**config.mk**
```make
export PLATFORM = sky130hd
export DESIGN_NAME = bin2bcd_seq
export DESIGN_NICKNAME = d
export VERILOG_FILES = /design/src/rtl/bin2bcd_defs.sv /design/src/rtl/shift_adjust.sv /design/src/rtl/bin2bcd_seq.sv
export SDC_FILE = /design/constraint.sdc
export NUM_CORES = 1
export LEC_CHECK = 0
export CAP_MARGIN = 20
export CELL_PAD_IN_SITES_DETAIL_PLACEMENT = 1
export CELL_PAD_IN_SITES_GLOBAL_PLACEMENT = 1
export CORE_MARGIN = 3
export CORE_UTILIZATION = 24
export DETAILED_ROUTE_END_ITERATION = 8
export DONT_BUFFER_PORTS = 1
export PLACE_DENSITY_LB_ADDON = 0.1
export SYNTH_ARGS = -nofsm -noshare
export SYNTH_HDL_FRONTEND = slang
export SYNTH_SLANG_ARGS = --single-unit
```
**constraint.sdc**
```tcl
create_clock -name clk -period 1.6 [get_ports clk]
set_input_delay 0.32 -clock clk [delete_from_list [all_inputs] [get_ports clk]]
set_output_delay 0.32 -clock clk [all_outputs]
set_load 0.02 [all_outputs]
```
**src/rtl/bin2bcd_defs.sv**
```systemverilog
// Shared definitions for the sequential binary-to-BCD converter.
// State encodings and the iteration counter width helper.
package bin2bcd_defs;

   typedef enum logic {
      ST_IDLE  = 1'b0,
      ST_SHIFT = 1'b1
   } state_t;

   function automatic int cnt_w(input int w);
      return (w > 1) ? $clog2(w) : 1;
   endfunction

endpackage

```
**src/rtl/shift_adjust.sv**
```systemverilog
// One double-dabble step: shift the whole register left by one,
// then add 3 to every BCD nibble that reached 5 or more.
module shift_adjust #(
   parameter int WIDTH_BIN = 18,
   parameter int WIDTH_BCD = 24
) (
   input  logic [WIDTH_BIN+WIDTH_BCD-1:0] sr,
   output logic [WIDTH_BIN+WIDTH_BCD-1:0] sr_next
);

   localparam int SW = WIDTH_BIN + WIDTH_BCD;
   localparam int ND = WIDTH_BCD / 4;

   logic [SW-1:0] shifted;
   logic [3:0]    nib;

   always_comb begin
      shifted = {sr[SW-2:0], 1'b0};
      sr_next = shifted;
      nib     = '0;
      for (int i = 0; i < ND; i++) begin
         nib = shifted[WIDTH_BIN+4*i +: 4];
         if (nib >= 4'd5)
            sr_next[WIDTH_BIN+4*i +: 4] = nib + 4'd3;
      end
   end

endmodule

```
**src/rtl/bin2bcd_seq.sv**
```systemverilog
// Sequential binary-to-BCD converter, one shift_adjust step per clock.
// The final step is a plain shift so the result needs no post-correction.
module bin2bcd_seq
   import bin2bcd_defs::*;
#(
   parameter int WIDTH_BIN = 18,
   parameter int WIDTH_BCD = 24
) (
   input  logic                 clk,
   input  logic                 rst,
   input  logic                 start,
   input  logic [WIDTH_BIN-1:0] bin_in,
   output logic                 ready,
   output logic                 busy,
   output logic                 done,
   output logic [WIDTH_BCD-1:0] bcd_out,
   output logic                 ovf
);

   localparam int SW = WIDTH_BIN + WIDTH_BCD;
   localparam int CW = cnt_w(WIDTH_BIN);
   localparam logic [CW-1:0] LAST = CW'(WIDTH_BIN - 1);

   state_t               state, state_n;
   logic [SW-1:0]        sr, sr_n, adj, shifted;
   logic [CW-1:0]        count, count_n;
   logic                 ovf_acc, ovf_acc_n;
   logic [WIDTH_BCD-1:0] bcd_n;
   logic                 ovf_n, done_n;

   shift_adjust #(
      .WIDTH_BIN (WIDTH_BIN),
      .WIDTH_BCD (WIDTH_BCD)
   ) u_adj (
      .sr      (sr),
      .sr_next (adj)
   );

   assign shifted = {sr[SW-2:0], 1'b0};
   assign ready   = (state == ST_IDLE);
   assign busy    = ~ready;

   always_ff @(posedge clk) begin
      if (rst) begin
         state   <= ST_IDLE;
         sr      <= '0;
         count   <= '0;
         ovf_acc <= 1'b0;
         bcd_out <= '0;
         ovf     <= 1'b0;
         done    <= 1'b0;
      end else begin
         state   <= state_n;
         sr      <= sr_n;
         count   <= count_n;
         ovf_acc <= ovf_acc_n;
         bcd_out <= bcd_n;
         ovf     <= ovf_n;
         done    <= done_n;
      end
   end

   always_comb begin
      state_n   = state;
      sr_n      = sr;
      count_n   = count;
      ovf_acc_n = ovf_acc;
      bcd_n     = bcd_out;
      ovf_n     = ovf;
      done_n    = 1'b0;
      unique case (state)
         ST_IDLE: begin
            if (start) begin
               sr_n      = {{WIDTH_BCD{1'b0}}, bin_in};
               count_n   = '0;
               ovf_acc_n = 1'b0;
               state_n   = ST_SHIFT;
            end
         end
         ST_SHIFT: begin
            // the MSB leaving the BCD field marks a truncated result
            ovf_acc_n = ovf_acc | sr[SW-1];
            if (count == LAST) begin
               sr_n    = shifted;
               bcd_n   = shifted[SW-1:WIDTH_BIN];
               ovf_n   = ovf_acc_n;
               done_n  = 1'b1;
               state_n = ST_IDLE;
            end else begin
               sr_n    = adj;
               count_n = count + 1'b1;
            end
         end
      endcase
   end

endmodule
```
==> impl_metrics.prom, run 1 <==
# TYPE chip_impl_metric gauge
chip_impl_metric{name="async_reset_ff_share",unit="%"} 0
chip_impl_info{name="path_cells",value="inv_1 > ha_4 > nand4bb_4 > buf_12 > buf_4 > nand3b_1 > o21ai_1 > a22o_1"} 1
chip_impl_metric{name="timing.critical_path.arrival",unit="ns"} 1.72
chip_impl_info{name="grt_setup_unrepaired",value="no"} 1
chip_impl_metric{name="detail_route.iter0.violations",unit=""} 109
chip_impl_metric{name="synth.yosys.warnings",unit=""} 0
chip_impl_info{name="post-synth-top-count-cell",value="dfxtp_1"} 1
chip_impl_metric{name="place.gp.congestion",unit=""} 0.739
chip_impl_metric{name="fin_tns_setup",unit="ns"} 0
chip_impl_metric{name="synth_enable_flop_cells",unit=""} 0
chip_impl_metric{name="cellLeakagePower",unit="nW"} 1.58
chip_impl_metric{name="min_path_cells",unit=""} 1
chip_impl_metric{name="drive_above_1_share",unit="%"} 11.2
chip_impl_metric{name="min_period_over_period",unit="%"} 93.2
chip_impl_metric{name="area_growth_syn_to_layout",unit="%"} 19.0
chip_impl_metric{name="cts-buffers-inserted",unit=""} 9
chip_impl_info{name="status",value="finished clean"} 1
chip_impl_metric{name="final_util",unit="%"} 29.9
chip_impl_metric{name="critPathMaxFanout",unit=""} 8
chip_impl_metric{name="max_slew_margin",unit="%"} 78.2
chip_impl_metric{name="switchingPower",unit="mW"} 0.945
chip_impl_metric{name="cts.reportedPaths.clkPinSlew",unit="ns"} 0.06
chip_impl_metric{name="synth.net_count",unit=""} 468
chip_impl_metric{name="rr_worst_depth",unit=""} 8
chip_impl_metric{name="drt_drc_violations_left",unit=""} 0
chip_impl_metric{name="synth.lib_cells_used.distinct",unit=""} 36
chip_impl_metric{name="drt_first_pass_iters",unit=""} 4
chip_impl_metric{name="starting_density",unit="%"} 25.1
chip_impl_metric{name="power.share.switching",unit="%"} 21.8
chip_impl_metric{name="ys_seq_area_share",unit="%"} 42.0
chip_impl_metric{name="post_synth.cell_area_avg",unit="um2"} 8.25
chip_impl_info{name="worstReg2RegStart",value="count[1]"} 1
chip_impl_metric{name="maxSlewViolCount",unit=""} 0
chip_impl_metric{name="post_synth_inst_count",unit=""} 433
chip_impl_metric{name="detailed_place_hpwl",unit="mm"} 6.46
chip_impl_metric{name="max-cap-violations",unit=""} 0
chip_impl_metric{name="numPortBuffers",unit=""} 0
chip_impl_metric{name="cellPowerDensity",unit="nW/um2"} 1020
chip_impl_metric{name="totalWireLength",unit="mm"} 10.2
chip_impl_metric{name="synth.ff_latch_count",unit=""} 75
chip_impl_metric{name="via_per_inst",unit=""} 4.87
chip_impl_metric{name="timing_worst_slew_pin_value",unit="ns"} 0.327
chip_impl_metric{name="hold_viol",unit=""} 0
chip_impl_metric{name="synth_top_area_share",unit="%"} 42.0
chip_impl_info{name="hold_path_class",value="in2reg"} 1
chip_impl_metric{name="n_fill_cell",unit=""} 1683
chip_impl_info{name="cts_tree",value="yes"} 1
chip_impl_info{name="timing.critical_path.to_type",value="register"} 1
chip_impl_metric{name="fin_worst_skew",unit="ns"} 0.00354
chip_impl_metric{name="fraction_of_synthesized_area_in_multiplexers",unit="%"} 5.04
chip_impl_info{name="yosysTopAreaCell",value="dfxtp_1"} 1
chip_impl_metric{name="seqPwrFrac",unit="%"} 44.4
chip_impl_metric{name="globalRoute.totalOverflow",unit=""} 0
chip_impl_metric{name="syn-cell-area",unit="um2"} 3570
chip_impl_info{name="worst_setup_path_startpoint",value="count[1]"} 1
chip_impl_metric{name="global_route_wire_length_before_repair",unit="mm"} 16.6
chip_impl_metric{name="vias_in_the_first_global_route",unit=""} 3164
chip_impl_metric{name="synth_adder_area_share",unit="%"} 4.90
chip_impl_info{name="cts_root_buffer",value="clkbuf_16"} 1
chip_impl_metric{name="grt_antenna_before_repair",unit=""} 0
chip_impl_metric{name="power.ir.vdd_worst",unit="mV"} 0.480
chip_impl_metric{name="routed-via-count",unit=""} 3045
chip_impl_info{name="reg2reg_to",value="sr[41]"} 1
chip_impl_metric{name="period_needed",unit="ns"} 1.49
chip_impl_info{name="criticalPathCategory",value="reg2reg"} 1
chip_impl_metric{name="placement_rows",unit=""} 43
chip_impl_info{name="dominantRegCellSynth",value="dfxtp_1"} 1
chip_impl_metric{name="detail_route.wl_per_cell",unit="um"} 16.4
chip_impl_info{name="yosys-top-cells-area",value="dfxtp_1 42%, a21oi_1 8.0%, nand2_1 7.3%, mux2i_1 5.0%, ha_1 4.9%"} 1
chip_impl_metric{name="final_nets",unit=""} 476
chip_impl_metric{name="die_area",unit="um2"} 16400
chip_impl_metric{name="r2r_setup_slack",unit="ns"} 0.11
chip_impl_info{name="worst_hold_startpoint",value="rst"} 1
chip_impl_metric{name="clock_sink_count",unit=""} 75
chip_impl_metric{name="insertedDiodeCount",unit=""} 0
chip_impl_metric{name="clk-insertion-delay-late",unit="ns"} 0.34
chip_impl_metric{name="share_clk_of_total_power",unit="%"} 50.3
chip_impl_metric{name="die_y",unit="um"} 128
chip_impl_metric{name="worst-endpoint-required",unit="ns"} 1.83
chip_impl_metric{name="p_int",unit="mW"} 3.39
chip_impl_metric{name="dieWidth",unit="um"} 128
chip_impl_metric{name="synthSimpleGateAreaFrac",unit="%"} 21.2
chip_impl_info{name="synth_top_cells_by_count",value="75 x dfxtp_1, 69 x nand2_1, 57 x a21oi_1, 39 x nor2_1, 30 x o21ai_1"} 1
chip_impl_metric{name="synth_xor_xnor_area_share",unit="%"} 0.245
chip_impl_metric{name="core_region_area",unit="um2"} 14200
chip_impl_metric{name="timing.fmax",unit="MHz"} 671
chip_impl_info{name="terminating_pin_of_the_worst_hold_path",value="bcd_out[15]"} 1
chip_impl_metric{name="comb_pwr_share",unit="%"} 5.3
chip_impl_metric{name="cts_htree_levels",unit=""} 3
chip_impl_metric{name="slowest_delay",unit="ns"} 0.31
chip_impl_metric{name="count_of_boundary_i_o_pins",unit=""} 49
chip_impl_metric{name="max-clock-path-buffers",unit=""} 2
chip_impl_info{name="crit_path_top_delay_cell",value="dfxtp_1"} 1
chip_impl_metric{name="p_total",unit="mW"} 4.34
chip_impl_metric{name="grt_start_max_net_pins",unit=""} 60
chip_impl_metric{name="synth_compound_gate_area_share",unit="%"} 20.6
chip_impl_metric{name="holdBufCountCts",unit=""} 0
chip_impl_info{name="worst_setup_path_start_kind",value="register"} 1
chip_impl_info{name="synth_top_family_by_area",value="simple AND/OR/NAND/NOR gates"} 1
chip_impl_metric{name="global_route_total_usage_across_every_layer",unit="%"} 12.9
chip_impl_metric{name="setup_viol",unit=""} 0
chip_impl_metric{name="drtAntennaViolNets",unit=""} 0
[kinds of logic after synthesis]
group | count (synthesis)
xor+xnor | 1
fa+ha+maj | 14
flops | 75
compound gates | 127
simple gates | 157
mux | 18
buf+inv | 41
[metrics by stage]
| step | area [um2] | cells | hold WS (ns) | setup WS (ns) |
|---|---|---|---|---|
| 3_3_place_gp | 3800 | 603 | 0.396 | 0.0864 |
| 6_report | 4250 | 625 | 0.0355 | 0.109 |
| 2_1_floorplan | 3570 | 433 | 0.454 | 0.177 |
| 4_1_cts | 4130 | 619 | 0.0271 | 0.0130 |
| 3_5_place_dp | 3800 | 603 | 0.398 | 0.0171 |
| 5_1_grt | 4250 | 625 | 0.0150 | 0.000312 |
[worst max-delay path: cells and delay by family (launching register included)]
family | cells | cell delay [ns]
DFF | 1 | 0.31
adders and majority gates | 1 | 0.17
AOI/OAI and AO/OA | 2 | 0.25
buffers and inverters | 3 | 0.41
and+or+nand+nor | 2 | 0.23
[state kept, by name (all words and copies together) (netlist names)]
register / cells
sr: 42
bcd_out: 24
count: 5
busy: 1
done: 1
ovf: 1
ovf_acc: 1
[worst max-delay path by stage]
stage | to | slack [ns] | depth (start not counted)
2_1_floorplan | sr[26] | 0.18 | 7
3_3_place_gp | bcd_out[13] | 0.09 | 7
3_5_place_dp | bcd_out[9] | 0.02 | 7
4_1_cts | bcd_out[21] | 0.01 | 8
5_1_grt | ovf | 0.0003 | 8
6_report | sr[41] | 0.11 | 8
[power groups by stage]
stage	Sequential (mW)	Combinational [mW]	Clock (mW)
2_1_floorplan	1.96	0.198	0
3_3_place_gp	1.96	0.222	0
3_5_place_dp	1.96	0.229	0
4_1_cts	1.92	0.231	2.30
5_1_grt	1.93	0.260	2.38
6_report	1.92	0.230	2.18
[per-layer routing]
metal | vias to the layer above | share of wire, % | track usage [%]
li1 | 1524 | - | -
met1 | 1471 | 48 | 16.3
met2 | 38 | 47 | 20.6
met3 | 12 | 4.2 | 4.88
met4 | 0 | 1.1 | 3.37
met5 | - | 0 | 0
[layout by cell type, fill, tap and decap left out, types with 3 or more instances in the layout]
| cell type | n |
|---|---|
| o21ai_1 | 30 |
| o211ai_1 | 12 |
| a22o_1 | 6 |
| dfxtp_1 | 74 |
| a21oi_1 | 55 |
| mux2i_1 | 18 |
| o31a_1 | 6 |
| ha_1 | 13 |
| buf_12 | 4 |
| nand2_1 | 69 |
| a21o_1 | 6 |
| nand2b_1 | 12 |
| nor3_1 | 3 |
| o21ai_0 | 7 |
| nand3b_1 | 6 |
| inv_1 | 13 |
| clkbuf_16 | 10 |
| nand3_1 | 10 |
| nand4_1 | 6 |
| buf_4 | 17 |
| nor2_1 | 39 |
[final cells by class]
type / instances / area (um2) / share of cell area, %
multi-input combinational: 318 / 1900 / 44.8
clock inverter: 5 / 77.6 / 1.82
inverter: 14 / 55.1 / 1.29
clock buffer: 10 / 239 / 5.62
timing repair buffer: 23 / 248 / 5.83
sequential: 75 / 1500 / 35.3
tap: 180 / 225 / 5.30
[what timing repair did]
| item | in CTS | in global routing |
|---|---|---|
| setup buffers | 0 | 5 |
| gates resized for setup | 0 | 8 |
| gates cloned | 1 | 1 |
| endpoints found under the setup margin | 1 | 31 |
No activity file was read; power rests on OpenSTA's default activity.
==> run 2: changes to the inputs <==
--- a/config.mk
+++ b/config.mk
@@ -12,6 +12,7 @@
 export CORE_UTILIZATION = 24
 export DETAILED_ROUTE_END_ITERATION = 8
 export DONT_BUFFER_PORTS = 1
+export GPL_ROUTABILITY_DRIVEN = 0
 export PLACE_DENSITY_LB_ADDON = 0.1
 export SYNTH_ARGS = -nofsm -noshare
 export SYNTH_HDL_FRONTEND = slang
==> results of run 2 <==
The final DEF is identical to that of run 1; final timing and power are the same.
==> run 3: changes to the inputs <==
--- a/config.mk
+++ b/config.mk
@@ -5,7 +5,7 @@
 export SDC_FILE = /design/constraint.sdc
 export NUM_CORES = 1
 export LEC_CHECK = 0
-export CAP_MARGIN = 20
+export CAP_MARGIN = 40
 export CELL_PAD_IN_SITES_DETAIL_PLACEMENT = 1
 export CELL_PAD_IN_SITES_GLOBAL_PLACEMENT = 1
 export CORE_MARGIN = 3
==> results of run 3 <==
The final DEF is identical to that of run 1; final timing and power are the same.
